[src/rtl/uart_pkg.sv]
// -----------------------------------------------------------------------------
// uart_pkg
//   Shared definitions for the memory-mapped UART transmitter:
//   register addresses, transmitter FSM state type, STATUS bit positions
//   and a helper that saturates the FIFO occupancy to the 4-bit STATUS field.
// -----------------------------------------------------------------------------
package uart_pkg;

   localparam logic [31:0] UART_TXDATA_ADDR = 32'h0000_0400;
   localparam logic [31:0] UART_STATUS_ADDR = 32'h0000_0404;

   typedef enum logic [1:0] {
      IDLE  = 2'd0,
      START = 2'd1,
      DATA  = 2'd2,
      STOP  = 2'd3
   } uart_tx_state_t;

   // STATUS = {24'b0, count[3:0], overflow, busy, empty, full}
   localparam int STAT_FULL_BIT  = 0;
   localparam int STAT_EMPTY_BIT = 1;
   localparam int STAT_BUSY_BIT  = 2;
   localparam int STAT_OVF_BIT   = 3;
   localparam int STAT_CNT_LSB   = 4;
   localparam int STAT_CNT_MSB   = 7;

   // Writing 1 to this STATUS bit clears the sticky overflow flag.
   localparam int STAT_OVF_CLR_BIT = 3;

   // FIFO occupancy can exceed what the 4-bit STATUS field holds when the
   // FIFO is deep; report 15 in that case.
   function automatic logic [3:0] sat_count4(input logic [31:0] cnt);
      if (cnt > 32'd15) begin
         return 4'hF;
      end
      return cnt[3:0];
   endfunction

endpackage

[src/rtl/sync_fifo.sv]
// -----------------------------------------------------------------------------
// sync_fifo
//   Single-clock first-word-fall-through FIFO. dout always shows the head
//   entry, so a consumer can capture dout in the same cycle it asserts pop.
//
//   Ports
//     clk    in   clock, rising edge
//     reset  in   asynchronous active-high reset (pointers and count only)
//     push   in   write din; accepted when not full, or when full and a pop
//                 is accepted in the same cycle
//     pop    in   discard head entry; ignored when empty
//     din    in   WIDTH-bit write data
//     dout   out  WIDTH-bit head entry
//     full   out  count == DEPTH
//     empty  out  count == 0
//     count  out  number of stored entries, log2(DEPTH)+1 bits
// -----------------------------------------------------------------------------
module sync_fifo #(
   parameter int WIDTH = 8,
   parameter int DEPTH = 4
) (
   input  logic                     clk,
   input  logic                     reset,
   input  logic                     push,
   input  logic                     pop,
   input  logic [WIDTH-1:0]         din,
   output logic [WIDTH-1:0]         dout,
   output logic                     full,
   output logic                     empty,
   output logic [$clog2(DEPTH):0]   count
);

   localparam int            AW         = $clog2(DEPTH);
   localparam logic [AW:0]   FULL_COUNT = (AW+1)'(DEPTH);
   localparam logic [AW-1:0] PTR_ONE    = AW'(1);
   localparam logic [AW:0]   CNT_ONE    = (AW+1)'(1);

   logic [WIDTH-1:0] mem_q [DEPTH];
   logic [AW-1:0]    wr_ptr_q, wr_ptr_d;
   logic [AW-1:0]    rd_ptr_q, rd_ptr_d;
   logic [AW:0]      count_q, count_d;
   logic             do_push, do_pop;

   always_comb begin
      do_pop   = pop && (count_q != '0);
      // A full FIFO still takes a write when the head leaves in the same cycle.
      do_push  = push && ((count_q != FULL_COUNT) || do_pop);
      wr_ptr_d = wr_ptr_q;
      rd_ptr_d = rd_ptr_q;
      count_d  = count_q;
      // Pointers are exactly log2(DEPTH) bits, so they wrap modulo DEPTH.
      if (do_push) begin
         wr_ptr_d = wr_ptr_q + PTR_ONE;
      end
      if (do_pop) begin
         rd_ptr_d = rd_ptr_q + PTR_ONE;
      end
      if (do_push && !do_pop) begin
         count_d = count_q + CNT_ONE;
      end else if (!do_push && do_pop) begin
         count_d = count_q - CNT_ONE;
      end
   end

   always_ff @(posedge clk or posedge reset) begin
      if (reset) begin
         wr_ptr_q <= '0;
         rd_ptr_q <= '0;
         count_q  <= '0;
      end else begin
         wr_ptr_q <= wr_ptr_d;
         rd_ptr_q <= rd_ptr_d;
         count_q  <= count_d;
      end
   end

   // Storage is not reset: clearing the pointers and count already discards
   // every entry.
   always_ff @(posedge clk) begin
      if (do_push) begin
         mem_q[wr_ptr_q] <= din;
      end
   end

   assign dout  = mem_q[rd_ptr_q];
   assign full  = (count_q == FULL_COUNT);
   assign empty = (count_q == '0);
   assign count = count_q;

endmodule

[src/rtl/mmio_uart_tx.sv]
// -----------------------------------------------------------------------------
// mmio_uart_tx
//   Memory-mapped 8N1 UART transmitter. Stores to TXDATA queue a byte in a
//   small FIFO; the FSM drains it onto tx LSB first, one start bit, eight data
//   bits, one stop bit, each CLKS_PER_BIT clocks long. Queued bytes go out
//   back to back with no idle gap. STATUS reports FIFO state, busy and a
//   sticky overflow flag that is cleared by writing 1 to STATUS bit 3.
//
//   Ports
//     clk        in   clock, rising edge
//     reset      in   asynchronous active-high reset
//     MemWrite   in   one-cycle store strobe
//     DataAdr    in   32-bit byte address of the load/store
//     WriteData  in   32-bit store data (byte in [7:0])
//     ReadData   out  combinational read data for DataAdr (0 if unmapped)
//     sel        out  combinational, DataAdr hits TXDATA or STATUS
//     tx         out  registered serial line, idle high
//     busy       out  FSM not idle or FIFO not empty
// -----------------------------------------------------------------------------
module mmio_uart_tx
   import uart_pkg::*;
#(
   parameter int CLKS_PER_BIT = 4,
   parameter int FIFO_DEPTH   = 4
) (
   input  logic        clk,
   input  logic        reset,
   input  logic        MemWrite,
   input  logic [31:0] DataAdr,
   input  logic [31:0] WriteData,
   output logic [31:0] ReadData,
   output logic        sel,
   output logic        tx,
   output logic        busy
);

   localparam int                BAUD_W    = $clog2(CLKS_PER_BIT);
   localparam int                CNT_W     = $clog2(FIFO_DEPTH) + 1;
   localparam logic [BAUD_W-1:0] BAUD_LAST = BAUD_W'(CLKS_PER_BIT - 1);
   localparam logic [BAUD_W-1:0] BAUD_ONE  = BAUD_W'(1);

   logic             hit_txdata, hit_status, wr_txdata, wr_status;
   logic             fifo_pop, fifo_full, fifo_empty;
   logic [7:0]       fifo_dout;
   logic [CNT_W-1:0] fifo_count;
   logic [31:0]      status_word;
   logic             ovf_set, ovf_clr, bit_end;

   uart_tx_state_t   state_q, state_d;
   logic [BAUD_W-1:0] baud_q, baud_d;
   logic [2:0]       bit_q, bit_d;
   logic [7:0]       shift_q, shift_d;
   logic             tx_q, tx_d;
   logic             overflow_q, overflow_d;

   logic             unused_wdata;
   assign unused_wdata = ^WriteData[31:8];

   // Address decode
   assign hit_txdata = (DataAdr == UART_TXDATA_ADDR);
   assign hit_status = (DataAdr == UART_STATUS_ADDR);
   assign sel        = hit_txdata || hit_status;
   assign wr_txdata  = MemWrite && hit_txdata;
   assign wr_status  = MemWrite && hit_status;

   sync_fifo #(
      .WIDTH (8),
      .DEPTH (FIFO_DEPTH)
   ) u_fifo (
      .clk   (clk),
      .reset (reset),
      .push  (wr_txdata),
      .pop   (fifo_pop),
      .din   (WriteData[7:0]),
      .dout  (fifo_dout),
      .full  (fifo_full),
      .empty (fifo_empty),
      .count (fifo_count)
   );

   // Transmitter FSM. tx_d is the line level for the cycle after the edge,
   // so tx comes straight from a flop.
   always_comb begin
      state_d  = state_q;
      baud_d   = '0;
      bit_d    = bit_q;
      shift_d  = shift_q;
      tx_d     = 1'b1;
      fifo_pop = 1'b0;
      bit_end  = (baud_q == BAUD_LAST);
      case (state_q)
         IDLE: begin
            if (!fifo_empty) begin
               fifo_pop = 1'b1;
               shift_d  = fifo_dout;
               state_d  = START;
               tx_d     = 1'b0;
            end
         end
         START: begin
            baud_d = bit_end ? '0 : baud_q + BAUD_ONE;
            tx_d   = 1'b0;
            if (bit_end) begin
               state_d = DATA;
               tx_d    = shift_q[0];
            end
         end
         DATA: begin
            baud_d = bit_end ? '0 : baud_q + BAUD_ONE;
            tx_d   = shift_q[0];
            if (bit_end) begin
               // The 3-bit index wraps 7 -> 0, ready for the next frame.
               shift_d = {1'b0, shift_q[7:1]};
               bit_d   = bit_q + 3'd1;
               tx_d    = shift_q[1];
               if (bit_q == 3'd7) begin
                  state_d = STOP;
                  tx_d    = 1'b1;
               end
            end
         end
         STOP: begin
            baud_d = bit_end ? '0 : baud_q + BAUD_ONE;
            if (bit_end) begin
               // Chain straight into the next start bit when more data waits.
               if (!fifo_empty) begin
                  fifo_pop = 1'b1;
                  shift_d  = fifo_dout;
                  state_d  = START;
                  tx_d     = 1'b0;
               end else begin
                  state_d = IDLE;
               end
            end
         end
         default: state_d = IDLE;
      endcase
   end

   // A dropped byte sets overflow even if software clears it in the same cycle.
   always_comb begin
      ovf_set    = wr_txdata && fifo_full && !fifo_pop;
      ovf_clr    = wr_status && WriteData[STAT_OVF_CLR_BIT];
      overflow_d = overflow_q;
      if (ovf_set) begin
         overflow_d = 1'b1;
      end else if (ovf_clr) begin
         overflow_d = 1'b0;
      end
   end

   always_ff @(posedge clk or posedge reset) begin
      if (reset) begin
         state_q    <= IDLE;
         baud_q     <= '0;
         bit_q      <= '0;
         shift_q    <= '0;
         tx_q       <= 1'b1;
         overflow_q <= 1'b0;
      end else begin
         state_q    <= state_d;
         baud_q     <= baud_d;
         bit_q      <= bit_d;
         shift_q    <= shift_d;
         tx_q       <= tx_d;
         overflow_q <= overflow_d;
      end
   end

   assign tx   = tx_q;
   assign busy = (state_q != IDLE) || !fifo_empty;

   // Register read mux; TXDATA and unmapped addresses read as zero.
   always_comb begin
      status_word                             = '0;
      status_word[STAT_FULL_BIT]              = fifo_full;
      status_word[STAT_EMPTY_BIT]             = fifo_empty;
      status_word[STAT_BUSY_BIT]              = busy;
      status_word[STAT_OVF_BIT]               = overflow_q;
      status_word[STAT_CNT_MSB:STAT_CNT_LSB]  = sat_count4(32'(fifo_count));
      ReadData                                = hit_status ? status_word : '0;
   end

endmodule

[config.mk]
export PLATFORM = sky130hd
export DESIGN_NAME = mmio_uart_tx
export DESIGN_NICKNAME = d
export VERILOG_FILES = /design/src/rtl/uart_pkg.sv /design/src/rtl/sync_fifo.sv /design/src/rtl/mmio_uart_tx.sv
export SDC_FILE = /design/constraint.sdc
export NUM_CORES = 1
export LEC_CHECK = 0
export BUFFER_PORTS_ARGS = -buffer_cell sky130_fd_sc_hd__buf_2
export CAP_MARGIN = 20
export CORE_MARGIN = 2
export CORE_UTILIZATION = 45
export DETAILED_ROUTE_END_ITERATION = 8
export PLACE_DENSITY = 0.79
export SLEW_MARGIN = 20
export SYNTH_ARGS = -nofsm -noshare
export SYNTH_HDL_FRONTEND = slang
export SYNTH_HIERARCHICAL = 1
export SYNTH_SLANG_ARGS = --single-unit
export TNS_END_PERCENT = 5
[constraint.sdc]
create_clock -name clk -period 3.4 [get_ports clk]
set_clock_uncertainty 0.15 [all_clocks]
set_input_delay 0.51 -clock clk [delete_from_list [all_inputs] [get_ports clk]]
set_output_delay 0.51 -clock clk [all_outputs]
set_load 0.005 [all_outputs]
==> out/metrics.csv <==
stage,metric,value,unit
synthesis,yosys.area_share.simple,0.108,
placed_design,gp_congestion,0.752,
clock_network,cts.sinks,56,
sta,fin_setup_tns,0,ns
power_and_ir_drop,p_leak,1.41,nW
synthesis,yosysSeqAreaShare,0.541,
floorplan,rows,29,
sta,maxSlewHeadroom,0.565,
clock_network,cts-root-buf,clkbuf_8,
floorplan,dieWidth,84.1,µm
setup_path,end_kind,flop,
sta,final.setup.worst_slack,0.541,ns
synthesis,synth_top_family_by_area,multiplexers,
placed_design,dp_hpwl,3410,µm
final_layout,nets,352,
synthesis,netlist_area,2890,µm²
detailed_routing,drc_errors,0,
sta,rsz0062_at_grt,false,
detailed_routing,wl_per_cell,12.7,µm
synthesis,async_flop_share,0.429,
placed_design,pre_cts_slack,0.336,ns
detailed_routing,avgViaCountPerCell,4.84,
detailed_routing,final_antenna_net_count,0,
final_layout,nFillCells,530,
synthesis,syn_avg_cell_area,13.5,µm²
floorplan,start_util,0.460,
synthesis,synthMuxAreaShare,0.115,
job,maxCapViolations,0,
synthesis,synth_xor_area_frac,0.0212,
floorplan,num_io_pins,102,
sta,report.final.hold_viol_count,0,
setup_path,path_max_fanout,7,
final_layout,final_common_cell,buf_2,
setup_path,critPathLaunchType,flop,
grt,grt_max_degree,20,
synthesis,synth_top_cell_by_area,edfxtp_1,
sta,finalMaxSlewViolations,0,
grt,gr-total-overflow,0,
floorplan,core-area,6280,µm²
floorplan,design.die.area,7070,µm²
clock_network,cts_max_path_buffers,2,
grt,grt_pass1_wl,7310,µm
sta,post-route-min-period,2.86,ns
synthesis,synthTopCellsByArea,"edfxtp_1, dfrtp_1, buf_4, mux4_2, ha_1",
synthesis,synthAdderAreaFrac,0.0676,
clock_network,cts_max_level,2,
synthesis,synth_compound_area_frac,0.0542,
setup_path,cp_data_required_time,3.48,ns
synthesis,synthFlopType,edfxtp_1,
clock_network,cts_tree,built,
synthesis,syn_inst,214,
sta,setup_violations,0,
final_layout,final_cell_mix,"buf_2, edfxtp_1, conb_1",
final_layout,area_growth,12.1,%
setup_path,crit_path_frequent_cell,inv_1,
synthesis,ys_types,42,
min_path,hp-class,in2reg,
detailed_routing,vias,1684,
synthesis,synth-edff-count,32,
setup_path,crit_slowest_cell,dfrtp_1,
setup_path,critPathKind,reg2reg,
grt,grt_use_total,0.128,
synthesis,synth-seq-cells,56,
sta,worstMarginPinSlew,0.652,ns
setup_path,cp_cell_sequence,inv_1 > ha_1 > nor3_1 > buf_4 > inv_1 > a21boi_4 > ha_1 > inv_1 > fa_1 > xor2_1 > nor2_1 > xor2_1,
setup_path,slowest_delay,0.44,ns
clock_network,clk_latency,0.31,ns
synthesis,yosysWarnings,6,
power_and_ir_drop,power_density,349,nW/µm²
final_layout,diodes,0,
placed_design,portBuffers,52,
detailed_routing,drt_iter0_markers,71,
clock_network,clkSlewWorstSetupHoldPaths,0.10,ns
power_and_ir_drop,ir_drop,0.000323,V
outcome,status,"complete, no violations",
setup_path,worstPathArrival,2.94,ns
grt,grt_pass1_vias,1582,
grt,antenna_found_initial,0,
clock_network,numCtsBuffers,5,
synthesis,synth_top_area_share,0.333,
detailed_routing,firstDrtPassIters,4,
final_layout,drive_gt1_frac,0.332,
detailed_routing,drt-total-wl,4410,µm
sta,min_period_over_period,0.841,
floorplan,die_h,84.1,µm
clock_network,cts_post_setup_buffers_inserted,0,
sta,fmax,350,MHz
## Yosys cell counts, types with 3 or more instances
| master | number |
|---|---|
| a2bb2oi_1 | 3 |
| mux2_2 | 6 |
| dfrtp_1 | 23 |
| nor3_1 | 5 |
| a21oi_1 | 7 |
| and2_2 | 4 |
| ha_1 | 14 |
| nor4_1 | 7 |
| nand2_1 | 5 |
| nor2_1 | 11 |
| edfxtp_1 | 32 |
| mux4_2 | 8 |
| and2_1 | 7 |
| xnor2_1 | 5 |
| inv_1 | 12 |
| mux2i_1 | 7 |
| buf_4 | 26 |
## layout make-up
| cell class | instances | area [µm²] | share of cell area |
|---|---|---|---|
| clock buffers | 5 | 68.8 | 0.0213 |
| clock inverters | 3 | 27.5 | 0.00850 |
| inverters | 12 | 45.0 | 0.0139 |
| multi-input cells | 140 | 1150 | 0.356 |
| flip-flops and latches | 56 | 1560 | 0.483 |
| well taps | 77 | 96.3 | 0.0298 |
| repair buffers | 55 | 285 | 0.0881 |
## path summary, 6_finish.rpt
check | slack, ns | endpoint | start | depth (start not counted)
max | 0.54 | u_fifo/count[2] | state_q[0] | 12
min | 0.23 | overflow_q | DataAdr[2] | 2
max reg2reg | 0.54 | u_fifo/count[2] | state_q[0] | 12
min reg2reg | 0.29 | baud_q[0] | baud_q[0] | 1
max in group asynchronous | 1.98 | shift_q[5] | reset | 3
min in group asynchronous | 0.54 | u_fifo/rd_ptr_q[1] | reset | 3
## state kept, by name, summed over array words and instances, names as in the netlist
signal,flops
bit_q,3
u_fifo/rd_ptr_q,2
u_fifo/mem_q,32
u_fifo/count,3
shift_q,8
u_fifo/wr_ptr_q,2
tx,1
overflow_q,1
baud_q,2
state_q,2
## cells by family after synthesis
family                     count (synthesis)
xor gates and xnor gates                   7
buffers and inverters                     42
AOI/OAI and AO/OA                         19
muxes                                     22
DFF                                       56
adders and majority gates                 15
and+or+nand+nor                           52
other                                      1
## stage by stage
stage / cell area [µm²] / hold slack, ns / total power [mW] / std cells / util
2_1_floorplan: 2980 / 0.163 / 0.767 / 238 / -
3_3_place_gp: 3130 / 0.270 / 0.775 / 339 / 0.499
3_5_place_dp: 3130 / 0.279 / 0.776 / 339 / 0.499
4_1_cts: 3240 / 0.218 / 1.14 / 348 / 0.516
5_1_grt: 3240 / 0.223 / 1.17 / 348 / 0.516
6_report: 3240 / 0.227 / 1.13 / 348 / 0.516
## critical path: cells and delay by family (launching register included)
kind            cells  cell delay (ns)
buf+inv             4             0.40
fa+ha+maj           3             0.93
flops               1             0.44
compound gates      1             0.24
simple gates        2             0.31
xor+xnor            2             0.32
## routing by layer
metal | vias up | part of all wire | global-route usage
met5 | - | 0 | 0
li1 | 826 | - | -
met3 | 4 | 0.030 | 0.0237
met1 | 822 | 0.44 | 0.164
met2 | 32 | 0.52 | 0.221
met4 | 0 | 0.0061 | 0.0411
## where the power goes
part,internal (mW),leakage (nW),switching [mW]
logic,0.0195,0.792,0.0244
clock network,0.151,0.0463,0.217
registers,0.718,0.572,0.00000000196
## repair_timing
action                                 4_1_cts  5_1_grt
resized for setup                            0        0
hold buffers                                 1        0
setup endpoints to repair                    0        0
endpoints found under the hold margin        7        0
No activity file was read; power rests on OpenSTA's default activity.
